--- src/rtl/rip_load_store_unit.sv ---
// rip_load_store_unit
//   Load/store unit between an RV32I core and a single-port word memory.
//   It accepts one access at a time. Each access is legality-checked,
//   issued once to memory, and answered with a one-cycle response pulse.
//   Loads are sign- or zero-extended from the addressed lane.
//   Stores are replicated across lanes, and byte enables select the lanes.
//
// Ports
//   clk, rstn            clock; synchronous active-low reset
//   req_valid/req_ready  core request handshake (ready only while idle)
//   req_we               1 = store, 0 = load
//   req_funct3           RV32I width code (B/H/W, BU/HU)
//   req_addr             byte address
//   req_wdata            right-aligned store data
//   resp_valid           one-cycle completion pulse
//   resp_rdata           extended load data (0 for stores and errors)
//   resp_err             misaligned access or illegal funct3
//   mem_we/mem_re        byte write enables / read request (one cycle)
//   mem_addr             word address (byte address >> 2)
//   mem_din/mem_dout     lane-aligned write data / read data
//   mem_busy             memory cannot accept or complete this cycle
module rip_load_store_unit #(
  parameter int DATA_WIDTH = 32,
  parameter int ADDR_WIDTH = 32
) (
  input  logic                  clk,
  input  logic                  rstn,
  input  logic                  req_valid,
  output logic                  req_ready,
  input  logic                  req_we,
  input  logic [2:0]            req_funct3,
  input  logic [ADDR_WIDTH-1:0] req_addr,
  input  logic [DATA_WIDTH-1:0] req_wdata,
  output logic                  resp_valid,
  output logic [DATA_WIDTH-1:0] resp_rdata,
  output logic                  resp_err,
  output logic [3:0]            mem_we,
  output logic                  mem_re,
  output logic [ADDR_WIDTH-1:0] mem_addr,
  output logic [DATA_WIDTH-1:0] mem_din,
  input  logic [DATA_WIDTH-1:0] mem_dout,
  input  logic                  mem_busy
);

  typedef enum logic [1:0] {S_IDLE, S_ISSUE, S_WAIT, S_RESP} state_t;

  state_t                  state_q, state_d;
  logic                    we_q, we_d;
  logic [2:0]              funct3_q, funct3_d;
  logic [ADDR_WIDTH-1:0]   addr_q, addr_d;
  logic [DATA_WIDTH-1:0]   wdata_q, wdata_d;
  logic [DATA_WIDTH-1:0]   rdata_q, rdata_d;
  logic                    err_q, err_d;

  logic                    req_legal;
  logic [3:0]              store_be;
  logic [31:0]             store_data;
  logic [7:0]              load_byte;
  logic [15:0]             load_half;
  logic [31:0]             load_ext;

  // Legality is judged on the incoming request, so an illegal access
  // jumps straight to the response and never reaches the memory port.
  always_comb begin
    req_legal = 1'b0;
    case (req_funct3)
      3'b000:  req_legal = 1'b1;
      3'b001:  req_legal = ~req_addr[0];
      3'b010:  req_legal = (req_addr[1:0] == 2'b00);
      3'b100:  req_legal = ~req_we;
      3'b101:  req_legal = ~req_we & ~req_addr[0];
      default: req_legal = 1'b0;
    endcase
  end

  // Only legal stores get here, so funct3[1:0] is 00, 01 or 10.
  always_comb begin
    store_be   = 4'b1111;
    store_data = wdata_q[31:0];
    case (funct3_q[1:0])
      2'b00: begin
        store_be   = 4'b0001 << addr_q[1:0];
        store_data = {4{wdata_q[7:0]}};
      end
      2'b01: begin
        store_be   = 4'b0011 << {addr_q[1], 1'b0};
        store_data = {2{wdata_q[15:0]}};
      end
      default: ;
    endcase
  end

  always_comb begin
    load_byte = mem_dout[{addr_q[1:0], 3'b000} +: 8];
    load_half = addr_q[1] ? mem_dout[31:16] : mem_dout[15:0];
    load_ext  = mem_dout[31:0];
    case (funct3_q)
      3'b000:  load_ext = {{24{load_byte[7]}}, load_byte};
      3'b001:  load_ext = {{16{load_half[15]}}, load_half};
      3'b100:  load_ext = {24'h0, load_byte};
      3'b101:  load_ext = {16'h0, load_half};
      default: ;
    endcase
  end

  always_comb begin
    state_d    = state_q;
    we_d       = we_q;
    funct3_d   = funct3_q;
    addr_d     = addr_q;
    wdata_d    = wdata_q;
    rdata_d    = rdata_q;
    err_d      = err_q;
    req_ready  = 1'b0;
    resp_valid = 1'b0;
    resp_rdata = '0;
    resp_err   = 1'b0;
    mem_we     = 4'b0000;
    mem_re     = 1'b0;
    mem_addr   = '0;
    mem_din    = '0;
    case (state_q)
      S_IDLE: begin
        req_ready = 1'b1;
        if (req_valid) begin
          we_d     = req_we;
          funct3_d = req_funct3;
          addr_d   = req_addr;
          wdata_d  = req_wdata;
          rdata_d  = '0;
          err_d    = ~req_legal;
          state_d  = req_legal ? S_ISSUE : S_RESP;
        end
      end
      S_ISSUE: begin
        mem_addr = addr_q >> 2;
        if (we_q) mem_din = DATA_WIDTH'(store_data);
        // The strobe fires only in a cycle where memory can take it.
        if (!mem_busy) begin
          if (we_q) mem_we = store_be;
          else      mem_re = 1'b1;
          state_d = S_WAIT;
        end
      end
      S_WAIT: begin
        mem_addr = addr_q >> 2;
        if (!mem_busy) begin
          if (!we_q) rdata_d = DATA_WIDTH'(load_ext);
          state_d = S_RESP;
        end
      end
      S_RESP: begin
        resp_valid = 1'b1;
        resp_rdata = rdata_q;
        resp_err   = err_q;
        state_d    = S_IDLE;
      end
      default: state_d = S_IDLE;
    endcase
  end

  always_ff @(posedge clk) begin
    if (!rstn) begin
      state_q  <= S_IDLE;
      we_q     <= 1'b0;
      funct3_q <= 3'b000;
      addr_q   <= '0;
      wdata_q  <= '0;
      rdata_q  <= '0;
      err_q    <= 1'b0;
    end else begin
      state_q  <= state_d;
      we_q     <= we_d;
      funct3_q <= funct3_d;
      addr_q   <= addr_d;
      wdata_q  <= wdata_d;
      rdata_q  <= rdata_d;
      err_q    <= err_d;
    end
  end

endmodule

--- config.mk ---
export PLATFORM = sky130hd
export DESIGN_NAME = rip_load_store_unit
export DESIGN_NICKNAME = d
export VERILOG_FILES = /design/src/rtl/rip_load_store_unit.sv
export SDC_FILE = /design/constraint.sdc
export NUM_CORES = 1
export LEC_CHECK = 0
export ABC_AREA = 1
export CAP_MARGIN = 20
export CORE_MARGIN = 5
export CORE_UTILIZATION = 44
export CTS_BUF_LIST = sky130_fd_sc_hd__clkbuf_2 sky130_fd_sc_hd__clkbuf_4 sky130_fd_sc_hd__clkbuf_8
export DETAILED_ROUTE_END_ITERATION = 10
export DONT_BUFFER_PORTS = 1
export GPL_ROUTABILITY_DRIVEN = 1
export GPL_TIMING_DRIVEN = 0
export PLACE_DENSITY_LB_ADDON = 0.2
export SLEW_MARGIN = 20
export SYNTH_ARGS = -nofsm -noshare
export SYNTH_HDL_FRONTEND = slang
export SYNTH_SLANG_ARGS = --single-unit
--- constraint.sdc ---
create_clock -name clk -period 1.5 [get_ports clk]
set_clock_uncertainty 0.1 [all_clocks]
set_input_delay 0.375 -clock clk [delete_from_list [all_inputs] [get_ports clk]]
set_output_delay 0.375 -clock clk [all_outputs]
set_load 0.05 [all_outputs]
==> results by group, run 1 <==
Status
  – Status: finished, violations left
  – Violated checks: negative setup slack

Global route
  – Grt total ovfl: 0
  – Met2 usage: 41.6%
  – Met3 usage: 7.18%
  – GRT met1 Usage: 27.3%
  – Number of global-route vias before repair: 5552
  – First-pass GRT wire length: 27.8 mm
  – Largest net degree at the start of global routing: 20
  – GR peak layer: met2
  – GRT Util Overall: 24.1%
  – Antenna violations before repair: 1

Layout
  – Most common cell after layout, fill and taps aside: nor2_1
  – Area growth syn-to-layout: 48.1%
  – Area of the multi-input gates: 3850 µm²
  – Filler cell count in the final layout: 1030
  – Design area: 8040 µm²
  – Area occupied by registers: 2070 µm²
  – Most frequent cells in the layout: nor2_1, dfxtp_1, nand2_1
  – Layout cells sized above 1: 39.8%
  – Final Net Count: 1003

Clock tree
  – Num Clock Sinks: 103
  – Clock Latency Late Sink: 0.38 ns
  – CTS H-tree depth: 3
  – CTS Buf Count: 9
  – Post-cts hold buffer count: 0
  – Root buf cell: clkbuf_8
  – Max clock buf depth: 2
  – Clock Pin Slew Worst Setup and Hold Paths: 0.11 ns
  – CTS tree: built

Setup path
  – Slowest cell on the critical path: dfxtp_4
  – Largest delay share family, worst path: compound AO/OA/AOI/OAI gates
  – Crit start category: flop
  – Worst Setup End Kind: output port
  – CP arrival: 1.74 ns
  – Sum of buffers and inverters on the critical path: 3
  – Crit path cell chain: inv_4, ha_4, nand2_8, clkinv_8, clkbuf_16, o21ai_2, a21oi_4
  – Critical Path Fanout Max: 8
  – Max stage delay on crit path: 0.38 ns
  – Kind of critical path: flop to output port
  – Required @ worst endpoint: 1.02 ns

Placed design
  – Port bufs: 0
  – Final GP Congestion: 0.935
  – Dpl hpwl: 13.7 mm
  – Placed Area: 6770 µm²

Logic synthesis
  – Seq cells post-synth: 103
  – Post-Syn Instances: 851
  – Synthesis Warnings: 0
  – Cell Area, Synth: 5430 µm²
  – Distinct cells, synth: 30
  – Sequential share of the synthesized area: 38.0%
  – Average size of a mapped cell: 6.38 µm²

Floorplanning
  – DIE HEIGHT: 121 µm
  – Initial core utilization: 45.0%
  – Core area: 12100 µm²
  – Die area: 14700 µm²
  – Die width: 121 µm
  – I/O pins: 208
  – # rows: 40

Drt
  – Via Count: 5600
  – Antenna Violating Nets Remaining: 0
  – Via/cell ratio: 5.24
  – Drt drc: 0
  – Drt wl/cell: 17.0 µm
  – Pre-Repair DR Iteration Count: 5
  – DRT iter0 DRCs: 319
  – Routed wire length: 18.1 mm

Timing
  – Final setup TNS: -79.69 ns
  – Measured slew at the worst slew-check pin: 0.580 ns
  – Rel. slew slack: 61.2%
  – Final Worst Setup Slack: -0.712 ns
  – FMAX: 0.452 GHz
  – Fin crit share: 147%
  – RSZ-0062 raised after global routing: yes
  – Hold Fails Final Rpt: 0
  – # setup viols final: 175
  – Period minus WS final: 2.21 ns
  – Count of pins over their slew limit: 0

Power and ir drop
  – Static Leakage: 3.39 nW
  – Power Density: 1970 nW/µm²
  – Worst VDD drop: 1310 µV

Hold path
  – Worst min-delay path class: input pin to flop

Run
  – Max_cap viols: 0
## what timing repair did
item                                    CTS  global route
gates cloned                              7             2
resized for setup                       148            71
endpoints found under the setup margin  205           204
buffers inserted                         18             5
pin swaps                                45            15
## synth_stat cells
master	number	area, µm²
a21oi_1	65	325
a21oi_2	11	96.3
buf_12	1	20.0
buf_2	21	105
buf_4	3	22.5
buf_6	3	33.8
clkbuf_1	29	109
clkinv_1	1	3.75
conb_1	1	3.75
dfxtp_1	103	2060
ha_1	5	62.6
inv_1	92	345
inv_2	8	30.0
inv_4	1	6.26
inv_6	1	8.76
nand2_1	142	533
nand2_2	15	93.8
nand2_4	4	45.0
nand3_1	9	45.0
nand3_2	2	20.0
nand4_1	1	6.26
nor2_1	195	732
nor2_2	1	6.26
nor3_1	6	30.0
o211ai_1	3	22.5
o21a_1	1	7.51
o21ai_0	101	505
o21ai_1	14	70.1
o22ai_1	8	50.1
o31ai_1	4	30.0
## sequential cells by signal, indices dropped and copies added (netlist names)
register  count
addr_q       32
err_q         1
funct3_q      3
rdata_q      32
state_q       2
wdata_q      32
we_q          1
## power by group
group / switching [mW] / total (mW) / internal (mW)
combinational: 6.04 / 9.59 / 3.55
sequential: 0.823 / 4.40 / 3.57
clock: 1.02 / 1.82 / 0.803
total: 7.88 / 15.8 / 7.93
## path summary, 6_finish.rpt
| check | cells after the start | end | slack [ns] | start |
|---|---|---|---|---|
| setup / recovery | 7 | mem_din[21] | -0.71 | state_q[1] |
| setup reg to reg | 9 | rdata_q[19] | -0.35 | state_q[0] |
| hold reg to reg | 2 | rdata_q[7] | 0.40 | rdata_q[7] |
| hold / removal | 2 | wdata_q[28] | 0.03 | req_wdata[28] |
## worst register-to-register path, stage by stage (launching register included)
cell     delay [ns]
dfxtp_4        0.38
inv_2          0.10
ha_4           0.35
nand2_1        0.10
o21ai_1        0.16
nand2_4        0.10
inv_4          0.11
buf_8          0.15
o21ai_1        0.07
a21oi_1        0.15
## layout make-up
type / count / area share (%)
Inverter: 103 / 8.12
Timing Repair Buffer: 31 / 4.82
Sequential cell: 103 / 25.8
Buffer: 56 / 8.20
Tap cell: 168 / 2.61
Clock buffer: 10 / 1.63
Antenna cell: 1 / 0.0311
Multi-Input combinational cell: 590 / 47.9
Clock inverter: 6 / 0.871
## logic make-up after synthesis
group                    count (synthesis)  synth area share (%)
flip-flops                             103                  38.0
AND/OR/NAND/NOR                        375                  27.8
buffers and inverters                  160                  12.6
adder cells (fa/ha/maj)                  5                  1.15
AO/OA/AOI/OAI                          207                  20.4
other                                    1                0.0690
## layer usage
layer / vias to the layer above / share of wire, %
li1: 2755 / -
met1: 2595 / 39
met2: 209 / 49
met3: 41 / 8.5
met4: 0 / 3.4
met5: - / 0
## stage by stage
stage | util (%) | cells | power (mW) | setup WS (ns) | hold slack, ns
global route | 66.7 | 1068 | 16.8 | -0.763 | 0.0159
detailed placement | 56.2 | 1020 | 12.3 | -0.364 | 0.361
CTS | 64.4 | 1060 | 15.4 | -0.758 | 0.0106
global placement | 56.2 | 1020 | 12.1 | -0.359 | 0.353
finish | 66.7 | 1068 | 15.8 | -0.712 | 0.0278
floorplan | - | 852 | 11.0 | -0.230 | 0.344
(Power assumes the default switching activity.)
==> run 2, diff against run 1 <==
--- a/config.mk
+++ b/config.mk
@@ -7,6 +7,7 @@
 export LEC_CHECK = 0
 export ABC_AREA = 1
 export CAP_MARGIN = 20
+export CORE_ASPECT_RATIO = 0.75
 export CORE_MARGIN = 5
 export CORE_UTILIZATION = 44
 export CTS_BUF_LIST = sky130_fd_sc_hd__clkbuf_2 sky130_fd_sc_hd__clkbuf_4 sky130_fd_sc_hd__clkbuf_8
==> results by group, run 2 (synthesized netlist as in run 1, its figures left out) <==
Layout
  – Area occupied by registers: 2080 µm²
  – Layout cells sized above 1: 55.6%
  – Filler cell count in the final layout: 850
  – Most common cell after layout, fill and taps aside: nor2_1
  – Largest regs: addr_q: 32 flops, rdata_q: 32 flops, wdata_q: 32 flops
  – Final Net Count: 1029
  – Most frequent cells in the layout: nor2_1, dfxtp_1, nand2_4
  – Area growth syn-to-layout: 72.4%
  – Post-Layout Cell Count: 1091
  – N_diodes: 0
  – Util after Layout: 76.9%
  – Design area: 9370 µm²
  – Area of the multi-input gates: 4630 µm²

Timing
  – RSZ-0062 raised after global routing: yes
  – Period minus WS final: 2.24 ns
  – Rel. slew slack: 34.6%
  – Measured slew at the worst slew-check pin: 0.982 ns
  – Final hold slack: 0.0249 ns
  – # setup viols final: 205
  – FMAX: 0.447 GHz
  – Count of pins over their slew limit: 0
  – Fin crit share: 149%
  – Final Worst Setup Slack: -0.740 ns
  – Hold Fails Final Rpt: 0

Setup path
  – Kind of critical path: flop to output port
  – Worst Setup End Kind: output port
  – R2R depth: 11
  – Crit start category: flop
  – RR Startpoint: state_q[1]
  – Max stage delay on crit path: 0.38 ns
  – FF-to-FF End: rdata_q[22]
  – CP arrival: 1.76 ns
  – Required @ worst endpoint: 1.02 ns
  – R2R Setup Slk: -0.49 ns
  – Critical Path Fanout Max: 7
  – Slowest cell on the critical path: dfxtp_4
  – Crit path cell chain: inv_4, ha_4, nand2_8, inv_12, clkbuf_16, o21ai_2, a21oi_4
  – Worst Setup SP: state_q[1]

Placed design
  – Dpl cells: 1018
  – Final GP Congestion: 0.933
  – Setup WS pre-CTS: -0.376 ns
  – Placed Area: 6770 µm²
  – Dpl hpwl: 14.4 mm
  – Port bufs: 0

Floorplanning
  – I/O pins: 208
  – Die area: 14700 µm²
  – # rows: 35
  – Core area: 12200 µm²
  – Die width: 138 µm
  – DIE HEIGHT: 106 µm
  – Initial core utilization: 44.6%

Clock tree
  – CTS Buf Count: 9
  – Num Clock Sinks: 103
  – Max clock buf depth: 2
  – Clock Pin Slew Worst Setup and Hold Paths: 0.11 ns
  – Clock Latency Late Sink: 0.39 ns
  – CTS tree: built
  – CTS H-tree depth: 3
  – Root buf cell: clkbuf_8

Drt
  – Antenna Violating Nets Remaining: 0
  – Drt wl/cell: 20.0 µm
  – Via Count: 5930
  – Pre-Repair DR Iteration Count: 5
  – Routed wire length: 21.9 mm
  – Drt drc: 0
  – Via/cell ratio: 5.44
  – DRT iter0 DRCs: 437

Power and ir drop
  – Static Leakage: 3.86 nW
  – Worst VDD drop: 1560 µV
  – Power Density: 2020 nW/µm²

Global route
  – Largest net degree at the start of global routing: 20
  – Number of global-route vias before repair: 6010
  – Grt total ovfl: 0
  – GRT Util Overall: 27.7%
  – Antenna violations before repair: 0
  – First-pass GRT wire length: 32.6 mm

Hold path
  – Hold Crit Endpoint: addr_q[27]
  – Hold Path Stages: 2
  – Hold wc startpoint: req_addr[27]
  – Worst min-delay path class: input pin to flop

Run
  – Max_cap viols: 0

Status
  – Status: finished, violations left
  – Violated checks: negative setup slack
[run 2: cell types whose count changed in the layout (fill, tap and decap cells not counted), sizes merged]
cell / previous run / this run
clkinvlp: 65 / 64
bufinv: 1 / 0
clkinv: 4 / 3
inv: 39 / 42
diode: 1 / 0
clkbuf: 40 / 38
buf: 57 / 85
[run 2: what timing repair did]
item,CTS,global route
hold buffers,0,0
buffers inserted,31,11
setup endpoints to repair,205,205
pin swaps,72,88
cloned,19,5
gates resized for setup,303,204
[run 2: through the flow]
step | total power [mW] | TNS, ns
2_1_floorplan | 11.0 | -18.65
3_3_place_gp | 12.1 | -42.17
3_5_place_dp | 12.3 | -47.79
4_1_cts | 17.2 | -92.02
5_1_grt | 19.9 | -107.66
6_report | 18.9 | -93.96
[run 2: critical path: cells and delay by family (launching register included)]
family | cells | cell delay, ns
AO/OA/AOI/OAI | 2 | 0.40
flip-flops | 1 | 0.38
buffers and inverters | 3 | 0.35
adder cells (fa/ha/maj) | 1 | 0.15
AND/OR/NAND/NOR | 1 | 0.09
[run 2: how the worst max path moves through the flow]
| stage | endpoint | slack, ns | cells past startpoint |
|---|---|---|---|
| 6_report | mem_din[22] | -0.74 | 7 |
| 5_1_grt | mem_din[22] | -0.81 | 7 |
| 4_1_cts | mem_addr[8] | -0.75 | 6 |
| 3_5_place_dp | mem_din[16] | -0.38 | 7 |
| 3_3_place_gp | mem_din[31] | -0.37 | 6 |
| 2_1_floorplan | mem_din[15] | -0.23 | 5 |
[run 2: area by class of cell]
type | instances | share of cell area (%)
multi-input combinational | 590 | 49.4
timing repair buffer | 59 | 9.07
sequential | 103 | 22.2
clock inverter | 6 | 0.561
clock buffer | 10 | 1.47
inverter | 103 | 7.05
tap | 166 | 2.22
buffer | 54 | 8.06
[run 2: power breakdown]
group	leakage (nW)	total (mW)	switching [mW]	internal [mW]
clock network	0.0967	1.78	1.10	0.680
logic	2.91	12.4	7.31	5.11
registers	0.852	4.71	1.14	3.57
total	3.86	18.9	9.55	9.37
[run 2: per-layer routing]
| metal | up-vias | GRT usage (%) | part of all wire [%] |
|---|---|---|---|
| li1 | 2811 | - | - |
| met1 | 2834 | 37.0 | 43 |
| met2 | 255 | 44.1 | 47 |
| met3 | 30 | 6.88 | 8.0 |
| met4 | 0 | 8.74 | 2.2 |
| met5 | - | 0 | 0 |
